`src/rtl/id_ex_if.sv`:
```
// id_ex_if: decode-stage inputs, hazard sideband and EX-stage outputs of the ID/EX register.
interface id_ex_if #(parameter int XLEN = 32);
  logic            idValid;
  logic [31:0]     idPc;
  logic [XLEN-1:0] idImm;
  logic [4:0]      idRs1Addr, idRs2Addr, idRdAddr;
  logic [XLEN-1:0] idRs1Data, idRs2Data;
  logic [3:0]      idAluControl;
  logic            idSrc1Pc, idSrc2Imm;
  logic            idRegWrite, idMemRead, idMemWrite;
  logic [2:0]      idFunct3;
  logic            stall, flush;
  logic            exMemRegWrite;
  logic [4:0]      exMemRdAddr;
  logic [XLEN-1:0] exMemAluOut;
  logic            memWbRegWrite;
  logic [4:0]      memWbRdAddr;
  logic [XLEN-1:0] memWbData;
  logic            stallReq;
  logic [XLEN-1:0] aluIn1, aluIn2;
  logic [3:0]      aluControl;
  logic            exValid, exRegWrite, exMemRead, exMemWrite;
  logic [4:0]      exRdAddr;
  logic [2:0]      exFunct3;
  logic [31:0]     exPc;
  logic [XLEN-1:0] exStoreData;

  modport master (
    output idValid, idPc, idImm, idRs1Addr, idRs2Addr, idRdAddr, idRs1Data, idRs2Data,
           idAluControl, idSrc1Pc, idSrc2Imm, idRegWrite, idMemRead, idMemWrite, idFunct3,
           stall, flush, exMemRegWrite, exMemRdAddr, exMemAluOut,
           memWbRegWrite, memWbRdAddr, memWbData,
    input  stallReq, aluIn1, aluIn2, aluControl, exValid, exRegWrite, exMemRead, exMemWrite,
           exRdAddr, exFunct3, exPc, exStoreData
  );

  modport slave (
    input  idValid, idPc, idImm, idRs1Addr, idRs2Addr, idRdAddr, idRs1Data, idRs2Data,
           idAluControl, idSrc1Pc, idSrc2Imm, idRegWrite, idMemRead, idMemWrite, idFunct3,
           stall, flush, exMemRegWrite, exMemRdAddr, exMemAluOut,
           memWbRegWrite, memWbRdAddr, memWbData,
    output stallReq, aluIn1, aluIn2, aluControl, exValid, exRegWrite, exMemRead, exMemWrite,
           exRdAddr, exFunct3, exPc, exStoreData
  );
endinterface

```
`src/rtl/id_ex_stage.sv`:
```
// id_ex_stage: RV32I ID/EX register with hazard handling; define ID_EX_FORWARDING_EN for
// EX/MEM and MEM/WB forwarding with load-use interlock, otherwise stall on any RAW hazard.
module id_ex_stage #(parameter int XLEN = 32) (
  input logic    clk,
  input logic    rstN,
  id_ex_if.slave bus
);
  localparam logic [3:0] ALU_SLL = 4'b0001, ALU_SRL = 4'b0101, ALU_SRA = 4'b1101;

  typedef struct packed {
    logic            valid, src1_pc, src2_imm, reg_write, mem_read, mem_write;
    logic [2:0]      funct3;
    logic [3:0]      alu_control;
    logic [4:0]      rs1_addr, rs2_addr, rd_addr;
    logic [31:0]     pc;
    logic [XLEN-1:0] imm, rs1_data, rs2_data;
  } st_t;

  st_t st_q, st_d, id_st, held;
  logic [XLEN-1:0] rs1_fwd, rs2_fwd, op2;
  logic use1, use2, stall_req;

  function automatic logic hit(input logic we, input logic [4:0] rd, input logic [4:0] src);
    return we && rd == src && src != 5'd0;
  endfunction

  assign use1 = bus.idValid && !bus.idSrc1Pc;
  assign use2 = bus.idValid && (!bus.idSrc2Imm || bus.idMemWrite);

`ifdef ID_EX_FORWARDING_EN
  assign rs1_fwd = hit(bus.exMemRegWrite, bus.exMemRdAddr, st_q.rs1_addr) ? bus.exMemAluOut :
                   hit(bus.memWbRegWrite, bus.memWbRdAddr, st_q.rs1_addr) ? bus.memWbData : st_q.rs1_data;
  assign rs2_fwd = hit(bus.exMemRegWrite, bus.exMemRdAddr, st_q.rs2_addr) ? bus.exMemAluOut :
                   hit(bus.memWbRegWrite, bus.memWbRdAddr, st_q.rs2_addr) ? bus.memWbData : st_q.rs2_data;
  assign stall_req = st_q.valid && st_q.mem_read &&
                     ((use1 && hit(1'b1, st_q.rd_addr, bus.idRs1Addr)) ||
                      (use2 && hit(1'b1, st_q.rd_addr, bus.idRs2Addr)));
`else
  // Producers in EX or MEM block decode; a WB producer is picked up by the capture bypass.
  assign rs1_fwd = st_q.rs1_data;
  assign rs2_fwd = st_q.rs2_data;
  assign stall_req =
    (use1 && (hit(st_q.valid && st_q.reg_write, st_q.rd_addr, bus.idRs1Addr) ||
              hit(bus.exMemRegWrite, bus.exMemRdAddr, bus.idRs1Addr))) ||
    (use2 && (hit(st_q.valid && st_q.reg_write, st_q.rd_addr, bus.idRs2Addr) ||
              hit(bus.exMemRegWrite, bus.exMemRdAddr, bus.idRs2Addr)));
`endif

  always_comb begin
    id_st = '0;
    if (bus.idValid) begin
      id_st.valid       = 1'b1;
      id_st.src1_pc     = bus.idSrc1Pc;
      id_st.src2_imm    = bus.idSrc2Imm;
      id_st.reg_write   = bus.idRegWrite;
      id_st.mem_read    = bus.idMemRead;
      id_st.mem_write   = bus.idMemWrite;
      id_st.funct3      = bus.idFunct3;
      id_st.alu_control = bus.idAluControl;
      id_st.rs1_addr    = bus.idRs1Addr;
      id_st.rs2_addr    = bus.idRs2Addr;
      id_st.rd_addr     = bus.idRdAddr;
      id_st.pc          = bus.idPc;
      id_st.imm         = bus.idImm;
      id_st.rs1_data    = hit(bus.memWbRegWrite, bus.memWbRdAddr, bus.idRs1Addr) ? bus.memWbData : bus.idRs1Data;
      id_st.rs2_data    = hit(bus.memWbRegWrite, bus.memWbRdAddr, bus.idRs2Addr) ? bus.memWbData : bus.idRs2Data;
    end
    held = st_q;
    held.rs1_data = hit(bus.memWbRegWrite, bus.memWbRdAddr, st_q.rs1_addr) ? bus.memWbData : st_q.rs1_data;
    held.rs2_data = hit(bus.memWbRegWrite, bus.memWbRdAddr, st_q.rs2_addr) ? bus.memWbData : st_q.rs2_data;
    st_d = bus.flush ? '0 : bus.stall ? held : stall_req ? '0 : id_st;
  end

  always_ff @(posedge clk or negedge rstN)
    if (!rstN) st_q <= '0;
    else st_q <= st_d;

  assign op2             = st_q.src2_imm ? st_q.imm : rs2_fwd;
  assign bus.aluIn1      = st_q.src1_pc ? XLEN'(st_q.pc) : rs1_fwd;
  assign bus.aluIn2      = (st_q.alu_control == ALU_SLL || st_q.alu_control == ALU_SRL ||
                            st_q.alu_control == ALU_SRA) ? XLEN'(op2[4:0]) : op2;
  assign bus.aluControl  = st_q.alu_control;
  assign bus.stallReq    = stall_req;
  assign bus.exValid     = st_q.valid;
  assign bus.exRegWrite  = st_q.reg_write;
  assign bus.exMemRead   = st_q.mem_read;
  assign bus.exMemWrite  = st_q.mem_write;
  assign bus.exRdAddr    = st_q.rd_addr;
  assign bus.exFunct3    = st_q.funct3;
  assign bus.exPc        = st_q.pc;
  assign bus.exStoreData = rs2_fwd;
endmodule

```
`src/flat_wrapper.sv`:
```
// flat-port wrapper written by rule: the top's interface ports become plain ports
module id_ex_stage_flat 
#(parameter int XLEN = 32)
  (clk, rstN, bus_idValid, bus_idPc, bus_idImm, bus_idRs1Addr, bus_idRs2Addr, bus_idRdAddr, bus_idRs1Data, bus_idRs2Data, bus_idAluControl, bus_idSrc1Pc, bus_idSrc2Imm, bus_idRegWrite, bus_idMemRead, bus_idMemWrite, bus_idFunct3, bus_stall, bus_flush, bus_exMemRegWrite, bus_exMemRdAddr, bus_exMemAluOut, bus_memWbRegWrite, bus_memWbRdAddr, bus_memWbData, bus_stallReq, bus_aluIn1, bus_aluIn2, bus_aluControl, bus_exValid, bus_exRegWrite, bus_exMemRead, bus_exMemWrite, bus_exRdAddr, bus_exFunct3, bus_exPc, bus_exStoreData);
  id_ex_if #(.XLEN(XLEN)) bus_i ();
  input logic clk;
  input logic rstN;
  input wire logic [$bits(bus_i.idValid)-1:0] bus_idValid;
  input wire logic [$bits(bus_i.idPc)-1:0] bus_idPc;
  input wire logic [$bits(bus_i.idImm)-1:0] bus_idImm;
  input wire logic [$bits(bus_i.idRs1Addr)-1:0] bus_idRs1Addr;
  input wire logic [$bits(bus_i.idRs2Addr)-1:0] bus_idRs2Addr;
  input wire logic [$bits(bus_i.idRdAddr)-1:0] bus_idRdAddr;
  input wire logic [$bits(bus_i.idRs1Data)-1:0] bus_idRs1Data;
  input wire logic [$bits(bus_i.idRs2Data)-1:0] bus_idRs2Data;
  input wire logic [$bits(bus_i.idAluControl)-1:0] bus_idAluControl;
  input wire logic [$bits(bus_i.idSrc1Pc)-1:0] bus_idSrc1Pc;
  input wire logic [$bits(bus_i.idSrc2Imm)-1:0] bus_idSrc2Imm;
  input wire logic [$bits(bus_i.idRegWrite)-1:0] bus_idRegWrite;
  input wire logic [$bits(bus_i.idMemRead)-1:0] bus_idMemRead;
  input wire logic [$bits(bus_i.idMemWrite)-1:0] bus_idMemWrite;
  input wire logic [$bits(bus_i.idFunct3)-1:0] bus_idFunct3;
  input wire logic [$bits(bus_i.stall)-1:0] bus_stall;
  input wire logic [$bits(bus_i.flush)-1:0] bus_flush;
  input wire logic [$bits(bus_i.exMemRegWrite)-1:0] bus_exMemRegWrite;
  input wire logic [$bits(bus_i.exMemRdAddr)-1:0] bus_exMemRdAddr;
  input wire logic [$bits(bus_i.exMemAluOut)-1:0] bus_exMemAluOut;
  input wire logic [$bits(bus_i.memWbRegWrite)-1:0] bus_memWbRegWrite;
  input wire logic [$bits(bus_i.memWbRdAddr)-1:0] bus_memWbRdAddr;
  input wire logic [$bits(bus_i.memWbData)-1:0] bus_memWbData;
  output wire logic [$bits(bus_i.stallReq)-1:0] bus_stallReq;
  output wire logic [$bits(bus_i.aluIn1)-1:0] bus_aluIn1;
  output wire logic [$bits(bus_i.aluIn2)-1:0] bus_aluIn2;
  output wire logic [$bits(bus_i.aluControl)-1:0] bus_aluControl;
  output wire logic [$bits(bus_i.exValid)-1:0] bus_exValid;
  output wire logic [$bits(bus_i.exRegWrite)-1:0] bus_exRegWrite;
  output wire logic [$bits(bus_i.exMemRead)-1:0] bus_exMemRead;
  output wire logic [$bits(bus_i.exMemWrite)-1:0] bus_exMemWrite;
  output wire logic [$bits(bus_i.exRdAddr)-1:0] bus_exRdAddr;
  output wire logic [$bits(bus_i.exFunct3)-1:0] bus_exFunct3;
  output wire logic [$bits(bus_i.exPc)-1:0] bus_exPc;
  output wire logic [$bits(bus_i.exStoreData)-1:0] bus_exStoreData;
  assign bus_i.idValid = bus_idValid;
  assign bus_i.idPc = bus_idPc;
  assign bus_i.idImm = bus_idImm;
  assign bus_i.idRs1Addr = bus_idRs1Addr;
  assign bus_i.idRs2Addr = bus_idRs2Addr;
  assign bus_i.idRdAddr = bus_idRdAddr;
  assign bus_i.idRs1Data = bus_idRs1Data;
  assign bus_i.idRs2Data = bus_idRs2Data;
  assign bus_i.idAluControl = bus_idAluControl;
  assign bus_i.idSrc1Pc = bus_idSrc1Pc;
  assign bus_i.idSrc2Imm = bus_idSrc2Imm;
  assign bus_i.idRegWrite = bus_idRegWrite;
  assign bus_i.idMemRead = bus_idMemRead;
  assign bus_i.idMemWrite = bus_idMemWrite;
  assign bus_i.idFunct3 = bus_idFunct3;
  assign bus_i.stall = bus_stall;
  assign bus_i.flush = bus_flush;
  assign bus_i.exMemRegWrite = bus_exMemRegWrite;
  assign bus_i.exMemRdAddr = bus_exMemRdAddr;
  assign bus_i.exMemAluOut = bus_exMemAluOut;
  assign bus_i.memWbRegWrite = bus_memWbRegWrite;
  assign bus_i.memWbRdAddr = bus_memWbRdAddr;
  assign bus_i.memWbData = bus_memWbData;
  assign bus_stallReq = bus_i.stallReq;
  assign bus_aluIn1 = bus_i.aluIn1;
  assign bus_aluIn2 = bus_i.aluIn2;
  assign bus_aluControl = bus_i.aluControl;
  assign bus_exValid = bus_i.exValid;
  assign bus_exRegWrite = bus_i.exRegWrite;
  assign bus_exMemRead = bus_i.exMemRead;
  assign bus_exMemWrite = bus_i.exMemWrite;
  assign bus_exRdAddr = bus_i.exRdAddr;
  assign bus_exFunct3 = bus_i.exFunct3;
  assign bus_exPc = bus_i.exPc;
  assign bus_exStoreData = bus_i.exStoreData;
  id_ex_stage #(.XLEN(XLEN)) u_core (.clk(clk), .rstN(rstN), .bus(bus_i));
endmodule
```
`config.mk`:
```
export PLATFORM = sky130hd
export DESIGN_NAME = id_ex_stage_flat
export DESIGN_NICKNAME = d
export VERILOG_FILES = /design/src/rtl/id_ex_if.sv /design/src/rtl/id_ex_stage.sv /design/src/flat_wrapper.sv
export SDC_FILE = /design/constraint.sdc
export NUM_CORES = 1
export LEC_CHECK = 0
export BUFFER_PORTS_ARGS = -buffer_cell sky130_fd_sc_hd__buf_2
export CORE_AREA = 5 5 145 147
export CTS_CLUSTER_SIZE = 12
export DETAILED_ROUTE_END_ITERATION = 8
export DIE_AREA = 0 0 150 152
export PLACE_DENSITY = 0.78
export SYNTH_ARGS = -nofsm -noshare
export SYNTH_HDL_FRONTEND = slang
export SYNTH_SLANG_ARGS = --single-unit
```
`constraint.sdc`:
```
create_clock -name clk -period 4.8 [get_ports clk]
set_input_delay 0.96 -clock clk [delete_from_list [all_inputs] [get_ports clk]]
set_output_delay 0.96 -clock clk [all_outputs]
set_load 0.01 [all_outputs]
```
# After elaboration in Yosys (flattened, before gate mapping)
# Index checks and enable logic that the tools add are counted.
op_classes:
  n_eq_ne: 14
  n_reduce_logical: 33
  muxes: 11
op_table:
  columns: ["operator", "n"]
  rows:
  - ["156-bit two-way mux", 4]
  - ["32-bit two-way mux", 7]
  - ["5-bit equality test", 8]
  - ["1-bit logical AND", 21]
  - ["5-bit nonzero test", 4]
  - ["1-bit logical OR", 6]
  - ["3-bit by 1-bit != test with 1-bit output, second input constant", 2]
  - ["4-bit by 1-bit equality test with 1-bit output, second input constant", 1]
  - ["4-bit by 3-bit equality test with 1-bit output, second input constant", 1]
  - ["4-bit equality test, second input constant", 1]
  - ["1-bit logical NOT", 2]
  - ["2-bit by 1-bit != test with 1-bit output, second input constant", 1]
totals:
  ff_bits: 156
  output_inout_bits: 145
  word_cells: 73

# Longest topological paths before layout
depth:
  depth_word: 9
  ltp_mapped: 9
  ltp_nobuf: 6

# Worst setup path after synthesis
# No wires, ideal clock.
synth_timing:
  path_kind: "input-to-output"
  startpoint: "input port bus_idRs2Addr[0]"
  endpoint: "output port bus_stallReq"
  arrival_time_ps: 2201
  slack_ps: 1639
  path_stages: 8
  cell_sequence: "clkbuf_1 > xor2_1 > nor4_1 > a32oi_1 > o22a_1 > inv_2 > buf_6 > buf_6"
synth_via:
  elab_chain_len: 6
synth_lines:
  columns: ["item", "line_no", "rtl"]
  rows:
  - ["start: declaration", "flat_wrapper.sv:12", "input wire logic [$bits(bus_i.idRs2Addr)-1:0] bus_idRs2Addr;"]
  - ["5-bit equality test", "id_ex_stage.sv:24", "return we && rd == src && src != 5'd0;"]
  - ["1-bit logical AND (2 in a row)", "id_ex_stage.sv:24", null]
  - ["1-bit logical OR (*)", "id_ex_stage.sv:45", "(use2 && (hit(st_q.valid && st_q.reg_write, st_q.rd_addr, bus.idRs2Addr) ||"]
  - ["1-bit logical AND (*)", "id_ex_stage.sv:45", null]
  - ["1-bit logical OR (*)", "id_ex_stage.sv:44", "hit(bus.exMemRegWrite, bus.exMemRdAddr, bus.idRs1Addr))) ||"]
  - ["end: declaration", "flat_wrapper.sv:31", "output wire logic [$bits(bus_i.stallReq)-1:0] bus_stallReq;"]
# Every way passes the cells marked *; elsewhere a longest branch is shown, timed or not.

# Worst setup path in the final report
layout_timing:
  startpoint: "input port bus_idRs2Addr[1]"
  endpoint: "output port bus_stallReq"
# The elaborated chain is that of the path after synthesis.

==> summary.md <==
| Metric | Value |
|---|---|
| Initial DRC Count | 453 |
| Core area | 19,800 µm² |
| Hold path startpoint | u_core.bus.exMemRead$_DFFE_PN0P_ |
| TritonCTS clock tree | built |
| # port buffers | 348 |
| Most used cell, CP | buf_2 |
| Initial antenna violation count | 4 |
| IO Pins | 381 |
| Slew at the pin closest to its max-slew limit | 1.26 ns |
| DP HPWL | 20.7 mm |
| Final hold viol count | 0 |
| Syn Area/Cell | 11.6 µm² |
| Area Overhead vs Synth | 22.3% |
| Syn nets | 1,010 |
| Crit path DAT | 2.73 ns |
| Setup Viol. Count Final | 0 |
| Top cell type by total area after synthesis | dfrtp_1 |
| Vias in the first global route | 8,383 |
| DP Cell Count | 1,287 |
| Row cnt | 52 |
| Worst r2r path cells | 6 |
| Post-synth top area share | 0.434 |
| Share of layout cells above drive strength 1 | 0.468 |
| Final Max Tran Viols | 0 |
| CTS clk-pin slew, worst paths | 0.06 ns |
| Syn Inst Count | 774 |
| Nets@finish | 1,272 |
| Fill cells | 1,794 |
| Post-route ant nets | 0 |
| # clock sinks | 156 |
| Int Pwr | 2.49 mW |
| Setup WS pre-CTS | 1.14 ns |
| Setup crit end kind | primary output |
| PostCTS Resize Cnt | 0 |
| Clock share of power | 0.375 |
| DRT Pass-1 Iters | 5 |
| Critical path's largest stage delay | 0.58 ns |
| Post-synth EDFFs | 0 |
| First-pass GRT wire length | 46.3 mm |
| Final Power | 3.57 mW |
| Clock buffer count from CTS | 17 |
| Final worst-path setup slack | 1.11 ns |
| Hold path cells | 1 |
| Max-cap violations | 0 |
| Hold slack final | 0.487 ns |
| WL final | 29.8 mm |
| Starting density of the core | 0.455 |
| Switch share | 0.304 |
| Hold Path Class | reg -> reg |
| Part of the cycle the worst path needs | 0.770 |
| H-tree depth | 4 |
| Worst reg2reg path endpoint | u_core.rs1_fwd[25]$_DFFE_PN0P_ |
| CTS Root Cell | clkbuf_16 |
| Final min period | 3.69 ns |
| DRC viols | 0 |
| Routed vias | 7,804 |
| Leak Pwr | 5.39 nW |
| Unrepaired setup endpoints after global routing | no |
| Register area share after synthesis | 0.434 |
| Vias/cell | 5.90 |
| Status | complete, no violations |
| Max_slew headroom | 0.163 |
| Worst path slowest cell | or4_1 |
| Pwr/cell area | 325 nW/µm² |
| DIE WIDTH | 150 µm |
| Synth Register Bits | 156 |
| Max VDD drop | 0.000237 V |
| Die height | 152 µm |
| Layout Cells excl Fill | 1,322 |
| Die area | 22,800 µm² |
| Synthesized area | 8990 µm² |
| RR Startpoint | u_core.held[141]$_DFFE_PN0P_ |
| Top-count cell post-synth | dfrtp_1 |
| CTS Buffer Depth | 2 |
| Warnings, synthesis | 0 |
| Skew final | 0.0111 ns |
| Ys flop type | dfrtp_1 |
| Setup TNS | 0 ns |
| GRT Util Overall | 0.255 |
| Hold Path End | u_core.bus.exMemRead$_DFFE_PN0P_ |
| Worst skew pair latency | 0.42 ns |
| Largest net degree at the start of global routing | 86 |
| Asr flop ratio synth | 1.00 |
| NetSw | 1.09 mW |
| CP Launch Type | primary input |
| Crit path cell chain | buf_2, or4_1, o221ai_1, o22a_4, inv_2, buf_2 |
| Cts hold-fix bufs | 0 |
| Top cells by area, synth | dfrtp_1 (43%), mux2i_1 (10%), a32o_1 (10%) |
| GPL Wtd Cong | 0.814 |
| WL/cell | 22.5 µm |
| Post-CTS Setup Repair Bufs | 0 |
| Critical-path maximum fanout | 38 |
| WP data required | 3.84 ns |
| GRT overflow | 0 |
| Fmax | 0.271 GHz |
| Commonest cells post-synth | dfrtp_1 (156), mux2i_1 (91), a32o_1 (90) |
| Crit path kind | in -> out |
| Reg-to-reg setup timing slack | 2.08 ns |
| Sequential fraction of design power | 0.423 |
| Yosys cell types | 40 |
| Combinational power share | 0.202 |
==> state kept, by name (all words and copies together), names as in the netlist, 3 cells and up <==
signal                  cells
u_core.held                44
u_core.bus.exPc            32
u_core.bus.exStoreData     32
u_core.rs1_fwd             32
u_core.bus.exRdAddr         5
u_core.bus.aluControl       4
u_core.bus.exFunct3         3
==> layout by cell type (no fill, tap or decap), types with 3 or more instances in the layout <==
master,n
buf_2,347
dfrtp_1,154
mux2i_1,91
a32o_1,90
o221ai_1,65
o21ai_1,64
mux2_2,37
nor2_1,33
and2_2,33
xnor2_1,20
xor2_1,18
clkbuf_16,17
buf_4,16
inv_6,5
clkinvlp_4,5
nor4_1,4
nand2_1,4
a211oi_4,4
diode_2,3
==> logic make-up (layout without fill, tap and decap cells) <==
family / after synthesis / after routing / share of synthesized area
buffers and inverters: 126 / 401 / 0.0964
DFF: 156 / 156 / 0.434
xor gates and xnor gates: 38 / 38 / 0.0370
and+or+nand+nor: 91 / 91 / 0.0612
AOI/OAI and AO/OA: 235 / 235 / 0.223
other: 0 / 3 / 0
muxes: 128 / 128 / 0.148
==> routing by layer <==
layer  vias to the layer above  global-route usage  share of wire
met3                        55              0.0667          0.087
met4                         2              0.0924          0.028
met5                         -                   0        0.00044
li1                       3492                   -              -
met1                      3859               0.317           0.39
met2                       396               0.428           0.49
==> per-stage QoR <==
| stage | util | cell area (µm²) |
|---|---|---|
| after floorplan | - | 8990 |
| after global placement | 0.527 | 10400 |
| after detailed placement | 0.527 | 10400 |
| after CTS | 0.556 | 11000 |
| after global routing | 0.556 | 11000 |
| final | 0.556 | 11000 |
==> power by group through the flow <==
stage          Combinational [mW]  Clock [mW]  Sequential [mW]
2_1_floorplan               0.420           0             1.51
3_3_place_gp                0.712           0             1.53
3_5_place_dp                0.724           0             1.53
4_1_cts                     0.728        1.36             1.51
5_1_grt                     0.784        1.43             1.52
6_report                    0.723        1.34             1.51
==> critical path, delay by kind of cell <==
family                 cells  cell delay, ns
AOI/OAI and AO/OA          2            0.82
and+or+nand+nor            1            0.58
buffers and inverters      3            0.38
==> worst max-delay path by stage <==
stage	start	to	slack, ns	depth (start not counted)
detailed placement	bus_idRs1Addr[1]	bus_stallReq	1.14	7
CTS	bus_idRs2Addr[1]	bus_stallReq	1.10	6
global route	bus_idRs1Addr[1]	bus_stallReq	1.01	7
finish	bus_idRs2Addr[1]	bus_stallReq	1.11	6
global placement	bus_idRs1Addr[1]	bus_stallReq	1.16	7
floorplan	bus_idRs2Addr[0]	bus_stallReq	1.64	8
==> layout make-up <==
| class | count | area, µm² | area share |
|---|---|---|---|
| Inverter | 3 | 11.3 | 0.00102 |
| Clock inverter | 13 | 131 | 0.0119 |
| Timing Repair Buffer | 366 | 1910 | 0.173 |
| Tap cell | 270 | 338 | 0.0307 |
| Multi-Input combinational cell | 492 | 4250 | 0.387 |
| Antenna cell | 3 | 7.51 | 0.000683 |
| Sequential cell | 156 | 3910 | 0.355 |
| Clock buffer | 19 | 443 | 0.0403 |
Power figures use the tool's default switching activity.
